--- src/rtl/game_sequencer_if.sv ---
// Game sequencer signal bundle: console inputs (tick strobe, pushbutton
// levels, timer-at-zero levels) and the sequencer's registered outputs.
// Signalling: there is no valid/ready pair. TICK is a one-cycle strobe, PB_*
// and *_ZERO are levels sampled on every rising clock edge, and *_LOAD are
// one-cycle pulses that the timers must accept unconditionally.
interface game_sequencer_if;
  logic       TICK;
  logic       PB_START;
  logic       PB_STOP;
  logic       PB_POSS;
  logic       PB_NEXT;
  logic       GAME_ZERO;
  logic       SHOT_ZERO;
  logic       GAME_EN;
  logic       SHOT_EN;
  logic       GAME_LOAD;
  logic       SHOT_LOAD;
  logic       HORN;
  logic [2:0] PERIOD;
  logic       POSS;
  logic [2:0] STATE;

  // Console / timers side: drives buttons and zero flags, observes controls.
  modport master (
    output TICK, PB_START, PB_STOP, PB_POSS, PB_NEXT, GAME_ZERO, SHOT_ZERO,
    input  GAME_EN, SHOT_EN, GAME_LOAD, SHOT_LOAD, HORN, PERIOD, POSS, STATE
  );

  // Sequencer side.
  modport slave (
    input  TICK, PB_START, PB_STOP, PB_POSS, PB_NEXT, GAME_ZERO, SHOT_ZERO,
    output GAME_EN, SHOT_EN, GAME_LOAD, SHOT_LOAD, HORN, PERIOD, POSS, STATE
  );
endinterface

--- src/rtl/game_sequencer.sv ---
// Basketball game sequencer: tracks play state, period and possession,
// enables the game/shot timers, issues reload pulses and drives the horn.
// The registered state is exported on STATE for observation.
module game_sequencer #(
  parameter int NUM_PERIODS = 4,
  parameter int HORN_TICKS  = 20
) (
  input  logic             CLK,
  input  logic             RST_N,
  game_sequencer_if.slave  bus
);

  typedef enum logic [2:0] {
    S_IDLE       = 3'd0,
    S_LIVE       = 3'd1,
    S_DEAD       = 3'd2,
    S_SHOT_VIOL  = 3'd3,
    S_PERIOD_END = 3'd4,
    S_FINAL      = 3'd5
  } state_t;

  localparam logic [7:0] HORN_CNT    = 8'(HORN_TICKS);
  localparam logic [2:0] LAST_PERIOD = 3'(NUM_PERIODS);

  state_t     r_state;
  state_t     w_state_nxt;
  logic [2:0] r_period;
  logic [2:0] w_period_nxt;
  logic       r_poss;
  logic       w_poss_nxt;
  logic [7:0] r_horn_cnt;
  logic       w_horn_load;
  logic       w_horn_zero;
  logic       r_game_load;
  logic       w_game_load_nxt;
  logic       r_shot_load;
  logic       w_shot_load_nxt;

  // Previous button levels; r_armed stays low for the first post-reset cycle
  // so a button held through reset release only seeds prev, never an event.
  logic r_prev_start;
  logic r_prev_stop;
  logic r_prev_poss;
  logic r_prev_next;
  logic r_armed;

  logic w_ev_start;
  logic w_ev_stop;
  logic w_ev_poss;
  logic w_ev_next;

  assign w_ev_start  = bus.PB_START & ~r_prev_start & r_armed;
  assign w_ev_stop   = bus.PB_STOP  & ~r_prev_stop  & r_armed;
  assign w_ev_poss   = bus.PB_POSS  & ~r_prev_poss  & r_armed;
  assign w_ev_next   = bus.PB_NEXT  & ~r_prev_next  & r_armed;
  assign w_horn_zero = (r_horn_cnt == 8'd0);

  // State, counters, pulses and button history registers.
  always_ff @(posedge CLK) begin
    if (!RST_N) begin
      r_state      <= S_IDLE;
      r_period     <= 3'd1;
      r_poss       <= 1'b0;
      r_horn_cnt   <= 8'd0;
      r_game_load  <= 1'b0;
      r_shot_load  <= 1'b0;
      r_prev_start <= 1'b0;
      r_prev_stop  <= 1'b0;
      r_prev_poss  <= 1'b0;
      r_prev_next  <= 1'b0;
      r_armed      <= 1'b0;
    end else begin
      r_state      <= w_state_nxt;
      r_period     <= w_period_nxt;
      r_poss       <= w_poss_nxt;
      r_game_load  <= w_game_load_nxt;
      r_shot_load  <= w_shot_load_nxt;
      r_prev_start <= bus.PB_START;
      r_prev_stop  <= bus.PB_STOP;
      r_prev_poss  <= bus.PB_POSS;
      r_prev_next  <= bus.PB_NEXT;
      r_armed      <= 1'b1;
      if (w_horn_load) begin
        r_horn_cnt <= HORN_CNT;
      end else if (bus.TICK && !w_horn_zero) begin
        r_horn_cnt <= r_horn_cnt - 8'd1;
      end
    end
  end

  // Next-state and pulse decode; LIVE conditions are checked in priority order.
  always_comb begin
    w_state_nxt     = r_state;
    w_period_nxt    = r_period;
    w_poss_nxt      = r_poss;
    w_game_load_nxt = 1'b0;
    w_shot_load_nxt = 1'b0;
    w_horn_load     = 1'b0;
    case (r_state)
      S_IDLE: begin
        if (w_ev_start) w_state_nxt = S_LIVE;
      end
      S_LIVE: begin
        if (bus.GAME_ZERO) begin
          w_state_nxt = S_PERIOD_END;
          w_horn_load = 1'b1;
        end else if (bus.SHOT_ZERO) begin
          w_state_nxt     = S_SHOT_VIOL;
          w_poss_nxt      = ~r_poss;
          w_shot_load_nxt = 1'b1;
          w_horn_load     = 1'b1;
        end else if (w_ev_stop) begin
          w_state_nxt = S_DEAD;
        end else if (w_ev_poss) begin
          w_poss_nxt      = ~r_poss;
          w_shot_load_nxt = 1'b1;
        end
      end
      S_DEAD: begin
        if (w_ev_poss) begin
          w_poss_nxt      = ~r_poss;
          w_shot_load_nxt = 1'b1;
        end
        if (w_ev_start && !w_ev_stop) w_state_nxt = S_LIVE;
      end
      S_SHOT_VIOL: begin
        if (w_horn_zero) w_state_nxt = S_DEAD;
      end
      S_PERIOD_END: begin
        if (w_horn_zero) begin
          if (r_period == LAST_PERIOD) begin
            w_state_nxt = S_FINAL;
          end else if (w_ev_next) begin
            w_state_nxt     = S_IDLE;
            w_period_nxt    = r_period + 3'd1;
            w_game_load_nxt = 1'b1;
            w_shot_load_nxt = 1'b1;
          end
        end
      end
      S_FINAL: begin
        w_state_nxt = S_FINAL;
      end
      default: begin
        w_state_nxt = S_IDLE;
      end
    endcase
  end

  assign bus.GAME_EN   = (r_state == S_LIVE);
  assign bus.SHOT_EN   = (r_state == S_LIVE);
  assign bus.GAME_LOAD = r_game_load;
  assign bus.SHOT_LOAD = r_shot_load;
  assign bus.HORN      = ~w_horn_zero;
  assign bus.PERIOD    = r_period;
  assign bus.POSS      = r_poss;
  assign bus.STATE     = r_state;

endmodule

--- src/flat_wrapper.sv ---
// flat-port wrapper written by rule: the top's interface ports become plain ports
module game_sequencer_flat 
#(
  parameter int NUM_PERIODS = 4,
  parameter int HORN_TICKS  = 20
)
  (CLK, RST_N, bus_TICK, bus_PB_START, bus_PB_STOP, bus_PB_POSS, bus_PB_NEXT, bus_GAME_ZERO, bus_SHOT_ZERO, bus_GAME_EN, bus_SHOT_EN, bus_GAME_LOAD, bus_SHOT_LOAD, bus_HORN, bus_PERIOD, bus_POSS, bus_STATE);
  game_sequencer_if bus_i ();
  input  logic CLK;
  input  logic RST_N;
  input wire logic [$bits(bus_i.TICK)-1:0] bus_TICK;
  input wire logic [$bits(bus_i.PB_START)-1:0] bus_PB_START;
  input wire logic [$bits(bus_i.PB_STOP)-1:0] bus_PB_STOP;
  input wire logic [$bits(bus_i.PB_POSS)-1:0] bus_PB_POSS;
  input wire logic [$bits(bus_i.PB_NEXT)-1:0] bus_PB_NEXT;
  input wire logic [$bits(bus_i.GAME_ZERO)-1:0] bus_GAME_ZERO;
  input wire logic [$bits(bus_i.SHOT_ZERO)-1:0] bus_SHOT_ZERO;
  output wire logic [$bits(bus_i.GAME_EN)-1:0] bus_GAME_EN;
  output wire logic [$bits(bus_i.SHOT_EN)-1:0] bus_SHOT_EN;
  output wire logic [$bits(bus_i.GAME_LOAD)-1:0] bus_GAME_LOAD;
  output wire logic [$bits(bus_i.SHOT_LOAD)-1:0] bus_SHOT_LOAD;
  output wire logic [$bits(bus_i.HORN)-1:0] bus_HORN;
  output wire logic [$bits(bus_i.PERIOD)-1:0] bus_PERIOD;
  output wire logic [$bits(bus_i.POSS)-1:0] bus_POSS;
  output wire logic [$bits(bus_i.STATE)-1:0] bus_STATE;
  assign bus_i.TICK = bus_TICK;
  assign bus_i.PB_START = bus_PB_START;
  assign bus_i.PB_STOP = bus_PB_STOP;
  assign bus_i.PB_POSS = bus_PB_POSS;
  assign bus_i.PB_NEXT = bus_PB_NEXT;
  assign bus_i.GAME_ZERO = bus_GAME_ZERO;
  assign bus_i.SHOT_ZERO = bus_SHOT_ZERO;
  assign bus_GAME_EN = bus_i.GAME_EN;
  assign bus_SHOT_EN = bus_i.SHOT_EN;
  assign bus_GAME_LOAD = bus_i.GAME_LOAD;
  assign bus_SHOT_LOAD = bus_i.SHOT_LOAD;
  assign bus_HORN = bus_i.HORN;
  assign bus_PERIOD = bus_i.PERIOD;
  assign bus_POSS = bus_i.POSS;
  assign bus_STATE = bus_i.STATE;
  game_sequencer #(.NUM_PERIODS(NUM_PERIODS), .HORN_TICKS(HORN_TICKS)) u_core (.CLK(CLK), .RST_N(RST_N), .bus(bus_i));
endmodule
--- config.mk ---
export PLATFORM = sky130hd
export DESIGN_NAME = game_sequencer_flat
export DESIGN_NICKNAME = d
export VERILOG_FILES = /design/src/rtl/game_sequencer_if.sv /design/src/rtl/game_sequencer.sv /design/src/flat_wrapper.sv
export SDC_FILE = /design/constraint.sdc
export NUM_CORES = 1
export LEC_CHECK = 0
export ABC_AREA = 0
export BUFFER_PORTS_ARGS = -buffer_cell sky130_fd_sc_hd__buf_2
export CAP_MARGIN = 25
export CORE_MARGIN = 2
export CORE_UTILIZATION = 40
export CTS_CLUSTER_DIAMETER = 40
export DETAILED_ROUTE_END_ITERATION = 10
export SYNTH_ARGS = -nofsm -noshare
export SYNTH_HDL_FRONTEND = slang
export SYNTH_SLANG_ARGS = --single-unit
--- constraint.sdc ---
create_clock -name CLK -period 5.1 [get_ports CLK]
set_input_delay 0 -clock CLK [delete_from_list [all_inputs] [get_ports CLK]]
set_output_delay 0 -clock CLK [all_outputs]
set_load 0.005 [all_outputs]
=== Word level (Yosys, flattened, before mapping) ===
Index checks and enable logic that the tools add are counted.

* Word-level logic and storage cells: 86
* Flip-flop bits (word level): 22
* Memory bits (read-only): 0
* Bits in latches: 0
* Memory bits (writable): 0
* Memories kept: 0

* Multiplexer cells: 29
* Eq/ne operators: 14
* Bitwise logic cells: 16
* Divide/modulo/power cells: 0
* Order comparisons: 0
* Multiply operators: 0
* Shift operators: 0
* Add/sub/neg operators: 2
* Reduce and logical (&&, ||, !) cells: 13

{| class="wikitable"
|+ Operators with widths
! operator !! count
|-
| 3-bit 2-to-1 mux || 9
|-
| 3-bit case mux with 6 select lines || 1
|-
| 1-bit 2-to-1 mux || 15
|-
| 5-bit 2-to-1 mux || 2
|-
| 3-bit == test (second input constant) || 3
|-
| 1-bit bitwise AND || 8
|-
| 8-bit logical NOT || 1
|-
| 2-bit by 1-bit != test with 1-bit output (second input constant) || 4
|-
| 1-bit NOT || 8
|-
| 8-bit by 1-bit subtractor with 8-bit output (second input constant) || 1
|-
| 3-bit by 2-bit == test with 1-bit output (second input constant) || 2
|-
| 6-bit AND reduction || 1
|-
| 4-bit by 3-bit != test with 1-bit output (second input constant) || 1
|-
| 4-bit AND reduction || 1
|-
| 2-bit nonzero test || 2
|-
| 3-bit by 1-bit adder with 3-bit output (second input constant) || 1
|-
| 3-bit by 1-bit == test with 1-bit output (second input constant) || 1
|-
| 3-bit logical NOT || 1
|-
| 3-bit by 1-bit != test with 1-bit output (second input constant) || 1
|-
| 3-bit != test (second input constant) || 1
|-
| 1-bit case mux with 3 select lines || 1
|-
| 3-bit AND reduction || 1
|-
| 1-bit logical AND || 2
|-
| 1-bit logical NOT || 2
|-
| 4 further kinds || 4
|}

=== Depth between registers and ports, before layout ===
Gate-level depths: netlist (run 1).

* Depth after elaboration: 8
* Gate-level depth with buffers: 7

=== Worst setup path before layout (run 1) ===
Ideal clock, no wire load.

* Path type: reg-to-reg
* Start: register u_core.r_horn_cnt[0]
* End: register u_core.r_horn_cnt[7]
* Stages on the path, launching flop included: 7
* Arrival: 1.557 ns
* Setup slack: 3.473 ns
* Required time: 5.030 ns
* Buffers on the path: 0
* Path through: dfxtp_1 > inv_1 > ha_1 > a31oi_4 > nand3_2 > or4_1 > a21oi_1

* Longest elaborated chain between the ends: 3

{| class="wikitable"
|+ Ends and longest elaborated chain
! element !! line !! text
|-
| start: declaration || game_sequencer.sv:31 || <nowiki>logic [7:0] r_horn_cnt;</nowiki>
|-
| start signal: assignment || game_sequencer.sv:86 || <nowiki>r_horn_cnt <= r_horn_cnt - 8'd1;</nowiki>
|-
| branches (longest 3 deep; another with 8-bit by 1-bit subtractor with 8-bit output) || - ||
|}

Parallel ways; which one is timed is not known.
A chain may end at the register's enable or synchronous reset.

=== Final worst setup path (run 1) ===
Ends and elaborated chain as after synthesis.

==> flow_summary.toml, run 1 <==
[die]
core_area_sq_um = 2710
pin_count = 21
chipWidth_microns = 56.8
die-area_sq_um = 3230
rows = 19
start_util = 0.412
die_y_microns = 56.8

[routing]
vias_per_cell = 5.07
drc = 0
antenna_left = 0
detail_route.wl_per_cell_microns = 12.4
drt_iter0_drc = 49
routed_wl_microns = 2200
detail_route.first_pass.iterations = 4
num_vias = 902

[flow_run]
maxCapViolCount = 0

[placement]
port_buffers = 20
placedCellCount = 169
dp_slack_ns = 3.29
postPlaceCellArea_sq_um = 1220
gp_congestion = 0.773
dp_hpwl_microns = 1680

[synth]
yosysMostFrequentCell = "dfxtp_1"
netlist.area_leader.share = 0.395
synth.area.top_cells = "dfxtp_1 (39%), xor2_1 (4.7%), a21oi_1 (4.0%)"
ys_ff_latch = 22
yosys_warnings = 0
yosysUniqueCellTypes = 38
postSynthAreaPerCell_sq_um = 9.07
synth_edf_count = 0
syn-num-nets = 135
yosysSeqAreaShare = 0.395
ys_async_sr_fraction = 0
netlist_area_sq_um = 1120
synth_area_leader_cell = "dfxtp_1"
ys_top_cells_by_count = "dfxtp_1 (22), nor2_1 (12), a21oi_1 (9), nand2_1 (9), inv_1 (7)"
ys.flop_type = "dfxtp_1"
syn_inst = 123

[sta]
fin_crit_sh = 0.355
finalMaxSlewViolations = 0
setup_viol = 0
fin_setup_tns_ns = 0
relSlewSlack = 0.619
clock_skew_ns = 0.00681
fmax_ghz = 0.552
setup_ws_ns = 3.29
fin_crit_ns = 1.81
hold_violations = 0
tightest_slew_ns = 0.557
holdWs_ns = 0.0792
rsz0062_at_grt = "false"

[run_status]
status = "finished clean"

[layout]
syn2layout_area_growth_pct = 17.4
final_util = 0.483
fin_cells = 178
final_layout_size_suffix_gt1_frac = 0.211
antenna_cells = 0
fin_nets = 160
stdcell_area_sq_um = 1310
fillers = 278

[setup_path]
critPathMaxFanout = 8
cp.arrival_ns = 2.05
path_class = "reg2reg"
critical_path_required_ns = 5.34
critPathCaptureType = "flop"
start_kind = "flop"

[clock_network]
path_clk_slew_ns = 0.12
cts_max_level = 1
cts_buffer_depth = 2
clk_latency_ns = 0.30
cts_tree = "done"
cts_buffers = 3
clkSinkCount = 22
cts_root_buf = "clkbuf_4"
post_cts_buffers = 0

[pwr]
netSwitchingPower_mw = 0.276
p_per_area_nw_per_um2 = 508
power_switching_share = 0.414
power.leakage_nw = 0.555
total_power_mw = 0.666
combPwrFrac = 0.467
p_int_mw = 0.390
ir_drop_v = 0.000296
p_seq_frac = 0.393
clkPwrFrac = 0.140

[grt]
grt_antenna_before_repair = 0
grt_pass1_vias = 862
grt_pass1_wl_microns = 3810
overflow = 0
grt.total_usage = 0.149
grt_max_degree = 14

[hold_path]
hp-class = "in2reg"
-- path summary, 6_finish.rpt --
path | startpoint | endpoint | slack, ns | depth (start not counted)
setup / recovery | u_core.r_horn_cnt[0] | u_core.r_horn_cnt[7] | 3.29 | 6
hold / removal | bus_GAME_ZERO | u_core.bus.STATE[1] | 0.08 | 4
setup reg to reg | u_core.r_horn_cnt[0] | u_core.r_horn_cnt[7] | 3.29 | 6
hold reg to reg | u_core.r_horn_cnt[7] | u_core.r_horn_cnt[7] | 0.50 | 2
-- final cells by class --
cell class                      count  area, sq um  share of cell area
Clock buffer                        4         36.3              0.0277
Inverter                            7         26.3              0.0201
Multi-Input combinational cell     89          618               0.472
Sequential cell                    22          440               0.336
Tap cell                           31         38.8              0.0296
Timing Repair Buffer               25          150               0.115
-- placed cells by master (no fill, tap or decap), types with 2 or more instances in the layout --
| master | n |
|---|---|
| a2111oi_0 | 2 |
| a21oi_1 | 9 |
| and2_1 | 4 |
| buf_2 | 20 |
| clkbuf_4 | 3 |
| dfxtp_1 | 22 |
| dlygate4sd3_1 | 5 |
| ha_1 | 3 |
| inv_1 | 7 |
| mux2i_1 | 2 |
| nand2_1 | 9 |
| nand2b_1 | 3 |
| nand3_1 | 4 |
| nand3b_1 | 3 |
| nor2_1 | 12 |
| nor2b_1 | 4 |
| nor3_1 | 3 |
| o21ai_0 | 4 |
| o31ai_1 | 2 |
| xnor2_1 | 2 |
| xor2_1 | 6 |
-- power groups by stage --
stage	clock network, mW	registers [mW]	logic [mW]
finish	0.0933	0.262	0.311
global route	0.105	0.270	0.347
CTS	0.0962	0.262	0.315
detailed placement	0	0.265	0.312
global placement	0	0.265	0.299
floorplan	0	0.249	0.260
-- registers in the layout, summed over array words and instances, names as in the netlist --
signal                cells
u_core.r_prev_start       1
u_core.bus.PERIOD         3
u_core.r_prev_stop        1
u_core.bus.POSS           1
u_core.bus.GAME_LOAD      1
u_core.r_prev_poss        1
u_core.r_horn_cnt         8
u_core.bus.SHOT_LOAD      1
u_core.bus.STATE          3
u_core.r_prev_next        1
u_core.r_armed            1
-- worst max-delay path, stage by stage, from the launching register on --
cell     delay, ns
dfxtp_1       0.39
inv_1         0.07
ha_1          0.31
a31oi_4       0.29
nand3_2       0.14
or4_1         0.41
a21oi_1       0.15
-- logic make-up after synthesis --
logic type | Yosys count | synth area share
buffers and inverters | 12 | 0.0516
AND/OR/NAND/NOR | 50 | 0.271
XOR/XNOR | 8 | 0.0628
flip-flops | 22 | 0.395
AO/OA/AOI/OAI | 26 | 0.168
adder cells (fa/ha/maj) | 3 | 0.0336
multiplexers | 2 | 0.0179
-- routing by layer --
metal | wire [microns] | GRT usage | share of wire | vias up
met3 | 84 | 0.0207 | 0.038 | 2
met4 | 17 | 0.0399 | 0.0077 | 0
met2 | 1080 | 0.261 | 0.49 | 18
met1 | 1020 | 0.191 | 0.46 | 412
met5 | 0 | 0 | 0 | -
li1 | - | - | - | 470
-- timing repair --
item | 4_1_cts | 5_1_grt
resized for setup | 0 | 0
endpoints found under the hold margin | 6 | 0
hold buffers | 5 | 0
Power figures use the tool's default switching activity.
==> run 2: changes to the inputs <==
Settings changed: ABC_AREA 0 to 1.
Clock period 5.1 ns to 1.6 ns, I/O delays scaled along.
==> run 2 against run 1 <==
Critical path depth stayed put. Critical endpoint is now bus_HORN. Final area is 11% higher. Worst hold slack better by 0.023 ns. Power grew to 3.7 times the previous value. Via count is 28% higher.
==> flow_summary.toml, run 2 <==
[sta]
setup_viol = 0
finalMaxSlewViolations = 0
rsz0062_at_grt = "false"
fin_crit_sh = 0.889
clock_skew_ns = 0.000852
fmax_ghz = 0.703
tightest_slew_ns = 0.271
fin_crit_ns = 1.42
hold_violations = 0
fin_setup_tns_ns = 0
setup_ws_ns = 0.178
relSlewSlack = 0.818

[grt]
grt.total_usage = 0.165
grt_pass1_wl_microns = 4510
overflow = 0
grt_max_degree = 13
grt_pass1_vias = 1118
grt_antenna_before_repair = 0

[setup_path]
slowest_delay_ns = 0.35
crit_family = "flip-flops"
crit_slowest_cell = "dfxtp_1"
critPathMaxFanout = 5
start_kind = "flop"
critPathCaptureType = "output pin"
path_buf_inv = 3
critical_path.cell_chain = "inv_1, ha_2, nand2_2, nor2_8, inv_1, buf_2"
cp.arrival_ns = 1.42
critical_path_required_ns = 1.60
cpMostUsedCell = "inv_1"
path_class = "reg2out"

[layout]
fin_nets = 224
largest_reg_flops = 8
fillers = 307
final_cell_mix = "nand2_1 (51), nor2_1 (31), inv_1 (24)"
syn2layout_area_growth_pct = 18.3
top_register = "u_core.r_horn_cnt"
final_common_cell = "nand2_1"
antenna_cells = 0
final_layout_size_suffix_gt1_frac = 0.209

[synth]
ys.flop_type = "dfxtp_1"
synth_area_leader_cell = "dfxtp_1"
ys_top_cells_by_count = "nand2_1 (51), nor2_1 (31), inv_1 (24)"
syn_inst = 183
synth_edf_count = 0
synth.area.top_cells = "dfxtp_1 (36%), nand2_1 (16%), nor2_1 (9.4%)"
yosysSeqAreaShare = 0.357
yosysMostFrequentCell = "nand2_1"
syn-num-nets = 195
ys_ff_latch = 22
netlist.area_leader.share = 0.357
netlist_area_sq_um = 1230
yosys_warnings = 0
ys_async_sr_fraction = 0
yosysUniqueCellTypes = 25
postSynthAreaPerCell_sq_um = 6.74

[clock_network]
cts_buffer_depth = 2
clk_latency_ns = 0.31
cts_root_buf = "clkbuf_4"
cts_max_level = 1
cts_tree = "done"
clkSinkCount = 22
post_cts_buffers = 0
path_clk_slew_ns = 0.12
cts_buffers = 3

[routing]
antenna_left = 0
vias_per_cell = 4.72
routed_wl_microns = 2470
detail_route.first_pass.iterations = 4
drc = 0
drt_iter0_drc = 27
detail_route.wl_per_cell_microns = 10.1
num_vias = 1152

[placement]
port_buffers = 20
dp_slack_ns = 0.173
dp_hpwl_microns = 1960
gp_congestion = 0.889

[pwr]
ir_drop_v = 0.000562
power.leakage_nw = 0.765
p_per_area_nw_per_um2 = 1710

[die]
rows = 20
core_area_sq_um = 3000
die-area_sq_um = 3540
start_util = 0.411
chipWidth_microns = 59.5
die_y_microns = 59.5
pin_count = 21

[run_status]
status = "finished clean"

[flow_run]
maxCapViolCount = 0

[hold_path]
hp-class = "in2reg"
run 2: changes by cell type in the layout (fill, tap and decap cells not counted), sizes merged, moves of 3 or more:
cell    before  now
nand4        0    3
nand3        6    9
inv          7   27
nand2b       3    0
nor3         4    0
nor2b        4    0
nand2        9   54
nor2        12   40
and2         4    0
run 2: cells by family (layout without fill, tap and decap cells):
group	after synthesis	in the layout	synth area share
AOI/OAI and AO/OA	17	17	0.0801
DFF	22	22	0.357
buffers and inverters	29	57	0.0923
and+or+nand+nor	107	107	0.405
adders and majority gates	3	3	0.0304
xor gates and xnor gates	5	5	0.0355
run 2: through the flow:
stage               utilization  instances  area [sq um]  power, mW  hold WS (ns)
detailed placement        0.456        235          1370       2.19         0.196
global route              0.486        244          1460       2.78         0.106
finish                    0.486        244          1460       2.49         0.103
CTS                       0.485        244          1460       2.52        0.0933
floorplan                     -        183          1230       1.90        0.0277
global placement          0.456        235          1370       2.18         0.190
run 2: final timing paths:
kind,start,to,slack [ns],depth (start not counted)
min,bus_GAME_ZERO,u_core.r_horn_cnt[2],0.10,4
min reg2reg,u_core.r_horn_cnt[0],u_core.r_horn_cnt[0],0.50,2
max reg2reg,u_core.r_horn_cnt[0],u_core.bus.STATE[0],0.19,9
max,u_core.r_horn_cnt[0],bus_HORN,0.18,6
run 2: cell type report:
class                           count  area (sq um)  share of cell area
Timing Repair Buffer               26           158               0.108
Clock buffer                        4          36.3              0.0249
Tap cell                           33          41.3              0.0283
Sequential cell                    22           440               0.302
Inverter                           27           101              0.0695
Multi-Input combinational cell    132           682               0.467
run 2: per-layer routing:
layer | track usage | part of all wire
met3 | 0.0240 | 0.037
met2 | 0.287 | 0.50
met1 | 0.199 | 0.45
met4 | 0.0730 | 0.011
met5 | 0 | 0
run 2: tightest hold or removal path, stage by stage:
cell	delay (ns)
buf_2	0.11
o21ai_2	0.10
nand3_1	0.10
a21oi_1	0.06
run 2: power breakdown:
part           switching [mW]  total (mW)  leakage, nW  internal, mW
Sequential              0.125       0.800        0.181         0.674
Combinational           0.854        1.38        0.563         0.531
Clock                   0.171       0.310       0.0210         0.139
Total                    1.15        2.49        0.765          1.34
run 2: repair_timing:
action | CTS | global route
hold buffers | 5 | 0
resized for setup | 0 | 1
hold endpoints to repair | 5 | 0
endpoints found under the setup margin | 0 | 4
==> run 3: changes to the inputs <==
Settings changed: GPL_TIMING_DRIVEN set to 0.
==> run 3 against run 2 <==
Sequential power up 1%. Critical path type unchanged. Critical path depth unchanged. Highest routed layer unchanged. Via count up 1.6%. Power about the same. Worst hold slack worse by 0.0039 ns. First-iteration DRC count up 74%.
==> flow_summary.toml, run 3 (synthesis results as in run 2) <==
[layout]
stdcell_area_sq_um = 1460
antenna_cells = 0
final_cell_mix = "nand2_1 (51), nor2_1 (31), inv_1 (24)"
final_layout_size_suffix_gt1_frac = 0.208
final_common_cell = "nand2_1"
largest_reg_flops = 8
top_register = "u_core.r_horn_cnt"
syn2layout_area_growth_pct = 18.5
fin_nets = 225
final_util = 0.487

[setup_path]
cp.arrival_ns = 1.43
critPathCaptureType = "output pin"
r2r_setup_slack_ns = 0.18
critical_path.cell_chain = "inv_1, ha_1, nand2_2, nor2_8, inv_1, buf_2"
r2r-end = "u_core.bus.PERIOD[1]"
crit_end = "bus_HORN"
worst_r2r_path_depth = 8
cpMostUsedCell = "inv_1"
cp-startpoint = "u_core.r_horn_cnt[0]"
path_depth = 6
start_kind = "flop"
path_class = "reg2out"
critPathMaxFanout = 5
path_buf_inv = 3
crit_slowest_cell = "dfxtp_1"
crit_family = "flip-flops"
slowest_delay_ns = 0.34
critical_path_required_ns = 1.60
reg2reg_from = "u_core.bus.PERIOD[0]"

[routing]
drt_iter0_drc = 47
routed_wl_microns = 2520
vias_per_cell = 4.78
drc = 0
antenna_left = 0
detail_route.first_pass.iterations = 4
detail_route.wl_per_cell_microns = 10.3
num_vias = 1171

[die]
core_area_sq_um = 3000
chipWidth_microns = 59.5
die-area_sq_um = 3540
start_util = 0.411
pin_count = 21
die_y_microns = 59.5
rows = 20

[sta]
clock_skew_ns = 0.0127
relSlewSlack = 0.815
fin_crit_sh = 0.892
finalMaxSlewViolations = 0
holdWs_ns = 0.0988
tightest_slew_ns = 0.277
setup_viol = 0
fin_crit_ns = 1.43
rsz0062_at_grt = "false"
fmax_ghz = 0.701
fin_setup_tns_ns = 0
hold_violations = 0

[clock_network]
clkSinkCount = 22
cts_root_buf = "clkbuf_4"
post_cts_buffers = 0
path_clk_slew_ns = 0.13
cts_buffers = 3
cts_buffer_depth = 2
cts_tree = "done"
clk_latency_ns = 0.31
cts_max_level = 1

[grt]
grt_pass1_vias = 1138
grt_max_degree = 13
grt.total_usage = 0.167
grt_pass1_wl_microns = 4560
grt_antenna_before_repair = 0
overflow = 0

[pwr]
p_per_area_nw_per_um2 = 1710
power.leakage_nw = 0.770
ir_drop_v = 0.000511
total_power_mw = 2.50

[flow_run]
maxCapViolCount = 0

[placement]
dp_hpwl_microns = 2000
gp_congestion = 0.801
port_buffers = 20
postPlaceCellArea_sq_um = 1380

[hold_path]
hp-class = "in2reg"
holdPathStages = 5

[run_status]
status = "finished clean"
## run 3: changes by cell type in the layout (fill, tap and decap cells not counted), sizes merged
cell,previous run,this run
buf,21,22
## run 3: metal layers
| metal | vias up | part of all wire | GRT usage |
|---|---|---|---|
| li1 | 622 | - | - |
| met1 | 521 | 0.42 | 0.194 |
| met2 | 23 | 0.52 | 0.303 |
| met3 | 5 | 0.034 | 0.0218 |
| met5 | - | 0 | 0 |
| met4 | 0 | 0.017 | 0.0762 |
## run 3: final cells by class
cell class	count	area [sq um]
fillers	330	1540
inverters	27	101
plain buffers	2	12.5
clock buffers	4	36.3
repair buffers	25	150
flip-flops and latches	22	440
multi-input cells	132	679
well taps	33	41.3
## run 3: metrics by stage
| stage | setup WS [ns] | std cells |
|---|---|---|
| after detailed placement | 0.176 | 236 |
| after global placement | 0.178 | 236 |
| final | 0.173 | 245 |
| after global routing | 0.00568 | 245 |
| after floorplan | 0.299 | 183 |
| after CTS | 0.145 | 245 |
## run 3: worst min path at each step
stage                                       to     startpoint
after floorplan                 u_core.r_armed          RST_N
after global placement          u_core.r_armed          RST_N
after detailed placement        u_core.r_armed          RST_N
after CTS                 u_core.r_horn_cnt[2]  bus_GAME_ZERO
after global routing      u_core.r_horn_cnt[4]  bus_SHOT_ZERO
final                     u_core.r_horn_cnt[4]  bus_GAME_ZERO
## run 3: tightest hold or removal path, stage by stage
cell and delay (ns):
buf_2 0.12, o21ai_2 0.10, nand3b_1 0.09, nand2_1 0.05, inv_1 0.04
## run 3: timing repair
action | 4_1_cts | 5_1_grt
hold buffers | 5 | 0
resized for setup | 0 | 0
endpoints found under the hold margin | 5 | 0
## run 3: report_power, final
group	switching (mW)	total, mW	internal, mW
Sequential	0.134	0.808	0.674
Clock	0.170	0.309	0.139
Combinational	0.851	1.38	0.528
Total	1.16	2.50	1.34
